### src/rtl/div_pkg.sv
// Shared types and helpers for the sequential restoring divider.
package div_pkg;

  typedef enum logic [1:0] {
    IDLE = 2'd0,
    BUSY = 2'd1,
    DONE = 2'd2
  } div_state_t;

  localparam int DIV_WIDTH_DEFAULT = 32;

  // Width of the iteration counter for a given operand width.
  function automatic int iter_w(input int width);
    return $clog2(width);
  endfunction

endpackage

### src/rtl/div_restore_step.sv
// One restoring-division iteration: shift {rem,quo} left, trial-subtract divisor, keep or restore.
module div_restore_step #(
  parameter int WIDTH = 32
) (
  input  logic [WIDTH-1:0] rem,
  input  logic [WIDTH-1:0] quo,
  input  logic [WIDTH-1:0] divisor,
  output logic [WIDTH-1:0] rem_next,
  output logic [WIDTH-1:0] quo_next
);

  logic        [WIDTH:0] shifted;
  logic signed [WIDTH:0] trial;

  // rem < divisor always holds, so the shifted value is below 2*divisor and the
  // WIDTH+1-bit difference cannot wrap; its MSB is a clean sign.
  assign shifted = {rem, quo[WIDTH-1]};
  assign trial   = signed'(shifted) - signed'({1'b0, divisor});

  always_comb begin
    rem_next = shifted[WIDTH-1:0];
    quo_next = {quo[WIDTH-2:0], 1'b0};
    if (!trial[WIDTH]) begin
      rem_next = trial[WIDTH-1:0];
      quo_next = {quo[WIDTH-2:0], 1'b1};
    end
  end

endmodule

### src/rtl/seq_divider32.sv
// Multi-cycle restoring divider, one quotient bit per clock, valid/ready on both sides.
// Define DIV_SIGNED_EN to build two's-complement support selected by op_signed.
module seq_divider32
  import div_pkg::*;
#(
  parameter int WIDTH = DIV_WIDTH_DEFAULT
) (
  input  logic             clk,
  input  logic             rst_n,
  input  logic             in_valid,
  output logic             in_ready,
  input  logic [WIDTH-1:0] dividend,
  input  logic [WIDTH-1:0] divisor,
  input  logic             op_signed,
  output logic             out_valid,
  input  logic             out_ready,
  output logic [WIDTH-1:0] quotient,
  output logic [WIDTH-1:0] remainder,
  output logic             div_by_zero
);

  localparam int         ITER_W  = iter_w(WIDTH);
  localparam logic [1:0] ST_IDLE = IDLE;
  localparam logic [1:0] ST_BUSY = BUSY;
  localparam logic [1:0] ST_DONE = DONE;

  logic [1:0]        state;
  logic [ITER_W-1:0] count;
  logic [WIDTH-1:0]  rem_r;
  logic [WIDTH-1:0]  quo_r;
  logic [WIDTH-1:0]  divisor_r;
  logic [WIDTH-1:0]  rem_next;
  logic [WIDTH-1:0]  quo_next;
  logic [WIDTH-1:0]  dvd_mag;
  logic [WIDTH-1:0]  dvs_mag;
  logic [WIDTH-1:0]  q_final;
  logic [WIDTH-1:0]  r_final;
  logic              accept;

  assign accept    = (state == ST_IDLE) && in_valid && in_ready;
  assign out_valid = (state == ST_DONE);

`ifdef DIV_SIGNED_EN
  logic neg_q;
  logic neg_r;

  function automatic logic [WIDTH-1:0] apply_sign(input logic [WIDTH-1:0] mag,
                                                  input logic neg);
    return neg ? (~mag + 1'b1) : mag;
  endfunction

  assign dvd_mag = apply_sign(dividend, op_signed && dividend[WIDTH-1]);
  assign dvs_mag = apply_sign(divisor,  op_signed && divisor[WIDTH-1]);
  assign q_final = apply_sign(quo_next, neg_q);
  assign r_final = apply_sign(rem_next, neg_r);

  // Sign bits captured at accept; MIN/-1 falls out of the magnitude path unchanged.
  always_ff @(posedge clk) begin
    if (accept) begin
      neg_q <= op_signed && (dividend[WIDTH-1] ^ divisor[WIDTH-1]);
      neg_r <= op_signed && dividend[WIDTH-1];
    end
  end
`else
  logic unused_op_signed;

  assign unused_op_signed = op_signed;
  assign dvd_mag          = dividend;
  assign dvs_mag          = divisor;
  assign q_final          = quo_next;
  assign r_final          = rem_next;
`endif

  div_restore_step #(
    .WIDTH(WIDTH)
  ) u_step (
    .rem     (rem_r),
    .quo     (quo_r),
    .divisor (divisor_r),
    .rem_next(rem_next),
    .quo_next(quo_next)
  );

  // Working registers: datapath only, no reset needed.
  always_ff @(posedge clk) begin
    if (accept) begin
      rem_r     <= '0;
      quo_r     <= dvd_mag;
      divisor_r <= dvs_mag;
    end else if (state == ST_BUSY) begin
      rem_r <= rem_next;
      quo_r <= quo_next;
    end
  end

  // Control FSM and result registers.
  always_ff @(posedge clk or negedge rst_n) begin
    if (!rst_n) begin
      state       <= ST_IDLE;
      count       <= '0;
      in_ready    <= 1'b0;
      quotient    <= '0;
      remainder   <= '0;
      div_by_zero <= 1'b0;
    end else begin
      case (state)
        ST_IDLE: begin
          in_ready <= 1'b1;
          if (accept) begin
            in_ready <= 1'b0;
            if (divisor == '0) begin
              state       <= ST_DONE;
              quotient    <= '1;
              remainder   <= dividend;
              div_by_zero <= 1'b1;
            end else begin
              state       <= ST_BUSY;
              count       <= ITER_W'(WIDTH - 1);
              div_by_zero <= 1'b0;
            end
          end
        end
        ST_BUSY: begin
          if (count == '0) begin
            state     <= ST_DONE;
            quotient  <= q_final;
            remainder <= r_final;
          end else begin
            count <= count - 1'b1;
          end
        end
        ST_DONE: begin
          if (out_ready) begin
            state    <= ST_IDLE;
            in_ready <= 1'b1;
          end
        end
        default: begin
          state    <= ST_IDLE;
          in_ready <= 1'b0;
        end
      endcase
    end
  end

endmodule

### config.mk
export PLATFORM = sky130hd
export DESIGN_NAME = seq_divider32
export DESIGN_NICKNAME = d
export VERILOG_FILES = /design/src/rtl/div_pkg.sv /design/src/rtl/div_restore_step.sv /design/src/rtl/seq_divider32.sv
export SDC_FILE = /design/constraint.sdc
export NUM_CORES = 1
export LEC_CHECK = 0
export ABC_AREA = 1
export CAP_MARGIN = 25
export CORE_MARGIN = 4
export CORE_UTILIZATION = 60
export DETAILED_ROUTE_END_ITERATION = 6
export PLACE_DENSITY = 0.87
export SLEW_MARGIN = 15
export SYNTH_ARGS = -nofsm -noshare
export SYNTH_HDL_FRONTEND = slang
export SYNTH_SLANG_ARGS = --single-unit
### constraint.sdc
create_clock -name clk -period 6.8 [get_ports clk]
set_input_delay 1.02 -clock clk [delete_from_list [all_inputs] [get_ports clk]]
set_output_delay 1.02 -clock clk [all_outputs]
set_load 0.01 [all_outputs]
# [After elaboration in Yosys (flattened, before gate mapping)]
# Cells that the tools add are included.
[op_classes] n_addsub=2 eq_ne=8 n_mux=25 bitwise=1 reduce_logical=12
[ops] op="32-bit 2-to-1 mux" count=9
[ops] op="32-bit one-hot mux with 2 select lines" count=2
[ops] op="33-bit subtractor" count=1
[ops] op="32-bit zero test" count=1
[ops] op="5-bit 2-to-1 mux" count=3
[ops] op="5-bit one-hot mux with 2 select lines" count=1
[ops] op="2-bit 2-to-1 mux" count=4
[ops] op="4-bit AND reduction" count=2
[ops] op="2-bit by 1-bit != test with 1-bit output, second input constant" count=3
[ops] op="2-bit != test, second input constant" count=3
[ops] op="2-bit one-hot mux with 3 select lines" count=1
[ops] op="5-bit zero test" count=1
[ops] op="5-bit by 1-bit subtractor with 5-bit output, second input constant" count=1
[ops] op="1-bit 2-to-1 mux" count=4
[ops] op="2-bit AND reduction" count=2
[ops] op="2-bit nonzero test" count=2
[ops] op="1-bit one-hot mux with 3 select lines" count=1
[ops] op="3-bit AND reduction" count=1
[ops] op="2-bit by 1-bit equality test with 1-bit output, second input constant" count=1
[ops] op="2-bit equality test, second input constant" count=1
[ops] op="1-bit logical AND" count=2
[ops] op="2-bit zero test" count=1
[ops] op="1-bit inverter" count=1
[word_totals] ff_bits=169 inputBits=69 out_inout_bits=67 wordCells=57

# [Logic depth before layout (Yosys ltp)]
[depth] word_depth=5 mapped_depth=19 ltp_nobuf=18

# [By module]
# A second synthesis with hierarchy kept.
[unflattened] hier_cells=1496 area_unflattened_um2=10656.5
[modules_own_cells] mod="seq_divider32" instances=1 cells_each=782 area_each_um2=7260.7 seq_area_each_um2=4389.2
[modules_own_cells] mod="div_restore_step" instances=1 cells_each=714 area_each_um2=3395.8 seq_area_each_um2=0.0

# [Worst setup path before layout]
# No wires, ideal clock.
[synth_timing] path_type="in2reg" startpoint="input in_valid" endpoint="register quo_r[22], data pin" setup_time_ns=0.312 t_arrival_ns=2.770 required_time_ns=6.488 slack_ns=3.718 stages=5 n_path_buf=2 cell_sequence="nand2_1 -> nor2_2 -> clkbuf_1 -> clkbuf_1 -> o21ai_0"
[synth_via] elab_chain_len=3
[synth_lines] element="from (decl)" line_no="seq_divider32.sv:10" rtl="input logic in_valid,"
[synth_lines] element="1-bit logical AND (2 in series)" line_no="seq_divider32.sv:40" rtl="assign accept = (state == ST_IDLE) && in_valid && in_ready;"
[synth_lines] element="named net accept" line_no="seq_divider32.sv:38" rtl="logic accept;"
[synth_lines] element="32-bit 2-to-1 mux" line_no="seq_divider32.sv:86" rtl="if (accept) begin"
[synth_lines] element="to (signal assigned)" line_no="seq_divider32.sv:88" rtl="quo_r <= dvd_mag;"
[synth_lines] element="to (signal assigned)" line_no="seq_divider32.sv:92" rtl="quo_r <= quo_next;"
[synth_lines] element="to (decl)" line_no="seq_divider32.sv:30" rtl="logic [WIDTH-1:0] quo_r;"
# The timed path passes the listed nets, and every way through them passes these cells.
# A chain may end at the register's enable or synchronous reset.

# [Final worst setup path]
[layout_timing] startpoint="input divisor[1]" endpoint="register remainder[1]"
[layout_via] elab_chain_len=3
[layout_lines] element="from (decl)" line_no="seq_divider32.sv:13" rtl="input logic [WIDTH-1:0] divisor,"
[layout_lines] element="32-bit zero test" line_no="seq_divider32.sv:111" rtl="if (divisor == '0) begin"
[layout_lines] element="2-bit by 1-bit != test with 1-bit output (no source line)"
[layout_lines] element="4-bit AND reduction (no source line)"
[layout_lines] element="to (signal assigned)" line_no="seq_divider32.sv:114" rtl="remainder <= dividend;"
[layout_lines] element="to (signal assigned)" line_no="seq_divider32.sv:127" rtl="remainder <= r_final;"
[layout_lines] element="to (decl)" line_no="seq_divider32.sv:18" rtl="output logic [WIDTH-1:0] remainder,"
# No other way between the ends.

==> results.yml <==
timing:
  report.final.setup_viol: 0
  fin_ws_ns: 3.39
  finalCriticalPeriod_ns: 3.41
  final_hold_viol_count: 0
  clock.fmax_ghz: 0.293
  worst_pin_slew_ns: 1.01
  skew_ns: 0.0109
  drv_slew: 0
  period_share_pct: 50.2
  slew-limit-headroom_pct: 32.5
  whs_ns: 0.494
  rsz0062_at_grt: "false"
  finalSetupTns_ns: 0
finish:
  nFillCells: 1172
  fin_nets: 1539
  final-seq-area_sq_um: 4390
  drive_gt1_share_pct: 4.56
  final_cell_mix: "nand2_1, inv_1, clkdlybuf4s50_1, nor2_1, a21oi_1"
  final_common_cell: "nand2_1"
  multi_input_area_sq_um: 4050
  syn_to_final_growth_pct: 21.9
  stdcell_area_sq_um: 11700
  antenna_cells: 0
  post-route-util_pct: 75.8
worst_setup_path:
  crit_required_ns: 7.16
  crit-reg2reg-launch: "quo_r[31]"
  worstSetupStartpoint: "divisor[1]"
  worst_ep_arrival_time_ns: 3.77
  crit_path_end_kind: "flop"
  cp_max_fo: 45
  critical_path.startpoint_type: "input pin"
  path_class: "in -> reg"
routing:
  vias: 8888
  drc_errors: 0
  first_iter_violations: 767
  first_pass_iters: 5
  via_per_inst: 5.36
  postRouteAntennaNets: 0
  routed_wirelength_um: 26400
  post_drt_wl_per_cell_um: 15.9
floorplan:
  ios: 136
  die-area_sq_um: 18100
  dieWidth_um: 134
  die_y_um: 134
  start_util_pct: 62.2
  rows: 45
  coreArea_sq_um: 15400
worst_hold_path:
  hp-class: "reg -> reg"
  worst_hold_startpoint: "rem_r[29]"
placement:
  gp_congestion: 0.985
  place_ws_ns: 2.82
  dp.final_hpwl_um: 19100
  placed_cell_area_sq_um: 11100
  port_buffers: 134
clocking:
  clock_latency_ns: 0.45
  clockBufferDepth: 2
  root_buffer: "clkbuf_16"
  cts_setup_buffers: 0
  h-tree-depth: 4
  ctsHoldBuffers: 0
  cts_tree: "yes"
  numCtsBuffers: 17
  clock_sinks: 169
  clk_pin_slew_ns: 0.07
  cts_resized: 0
yosys:
  synth_warnings: 0
  syn_nets: 1415
  ys_seq_elements: 169
  syn_area_sq_um: 9600
  synth.distinct_cells: 37
  avgSynthCellArea_sq_um: 7.32
  seq_area_frac_synth_pct: 45.7
  synthCells: 1311
flow_run:
  drv_cap: 0
pwr:
  power_density_nw_per_um2: 488
  peakVddDrop_mv: 0.336
  power.leakage_nw: 5.75
grt:
  grt_overflow: 0
  antenna_found_initial: 0
  track_usage_pct: 29.3
  grt_pass1_wl_um: 41800
  grt_max_degree: 99
  grt_pass1_vias: 8598
run_status:
  status: "finished clean"
-- worst paths after layout --
| path | slack, ns | cells after the start | to |
|---|---|---|---|
| setup reg to reg | 3.40 | 16 | rem_r[5] |
| setup / recovery | 3.39 | 10 | remainder[1] |
| min in group asynchronous | 0.78 | 2 | quotient[9] |
| hold / removal | 0.49 | 2 | rem_r[29] |
| max in group asynchronous | 5.38 | 2 | remainder[26] |
| hold reg to reg | 0.49 | 2 | rem_r[29] |
-- synthesized netlist by cell type, drive strengths merged --
| cell | count | area share (%) |
|---|---|---|
| clkbuf | 16 | 0.63 |
| o21ai | 64 | 3.3 |
| o21bai | 1 | 0.078 |
| nor4 | 4 | 0.26 |
| a21o | 1 | 0.078 |
| ha | 34 | 4.4 |
| nand3 | 86 | 4.6 |
| edfxtp | 64 | 20 |
| xor2 | 15 | 1.4 |
| a21oi | 114 | 6.1 |
| fa | 1 | 0.21 |
| nor2 | 125 | 5.1 |
| o21a | 1 | 0.078 |
| o22ai | 1 | 0.065 |
| dfxtp | 32 | 6.7 |
| inv | 263 | 10 |
| nand4 | 8 | 0.52 |
| a31oi | 3 | 0.20 |
| buf | 20 | 1.2 |
| dfrtp | 73 | 19 |
| or2 | 1 | 0.065 |
| nand3b | 2 | 0.16 |
| xnor2 | 1 | 0.091 |
| nor3 | 4 | 0.26 |
| nand2 | 373 | 15 |
| and2 | 4 | 0.26 |
-- critical path, stage by stage --
cell	delay [ns]
clkdlybuf4s50_1	0.45
nor4_1	0.53
nand3_1	0.27
o21ai_0	0.27
nand3_2	0.08
buf_4	0.26
inv_2	0.36
buf_12	0.29
nor2_1	0.07
a21oi_1	0.15
-- cell families after synthesis --
kind of cell	Yosys count	synth area share [%]
AOI/OAI and AO/OA	185	9.98
xor gates and xnor gates	16	1.46
adders and majority gates	35	4.64
buffers and inverters	299	12.1
DFF	169	45.7
and+or+nand+nor	607	26.0
-- cell type report --
class                           count  share of cell area, %
Sequential cell                   169                   37.5
Multi-Input combinational cell    843                   34.6
Timing Repair Buffer              141                   12.1
Inverter                          263                   8.44
Clock buffer                       18                   3.75
Tap cell                          211                   2.26
Clock inverter                     14                   1.34
-- report_power, final --
group / switching, mW / internal, mW
sequential: 0.220 / 1.54
combinational: 1.91 / 1.08
clock: 0.466 / 0.501
-- stage by stage --
step                cells  total power [mW]
finish               1659              5.71
global route         1659              6.13
CTS                  1658              5.68
detailed placement   1626              4.67
global placement     1625              4.56
floorplan            1311              3.70
-- registers in the layout (all words and copies together), names as in the netlist, 2 cells and up --
name	flops
state	2
quotient	32
remainder	32
quo_r	32
divisor_r	32
rem_r	32
count	5
-- metal layers --
metal / routed length, um / GRT usage, % / vias to the layer above
met3: 1680 / 5.55 / 89
met2: 12800 / 50.2 / 370
met4: 1090 / 13.1 / 0
li1: - / - / 4344
met5: 0 / 0 / -
met1: 10800 / 36.2 / 4085
(Power assumes the default switching activity.)
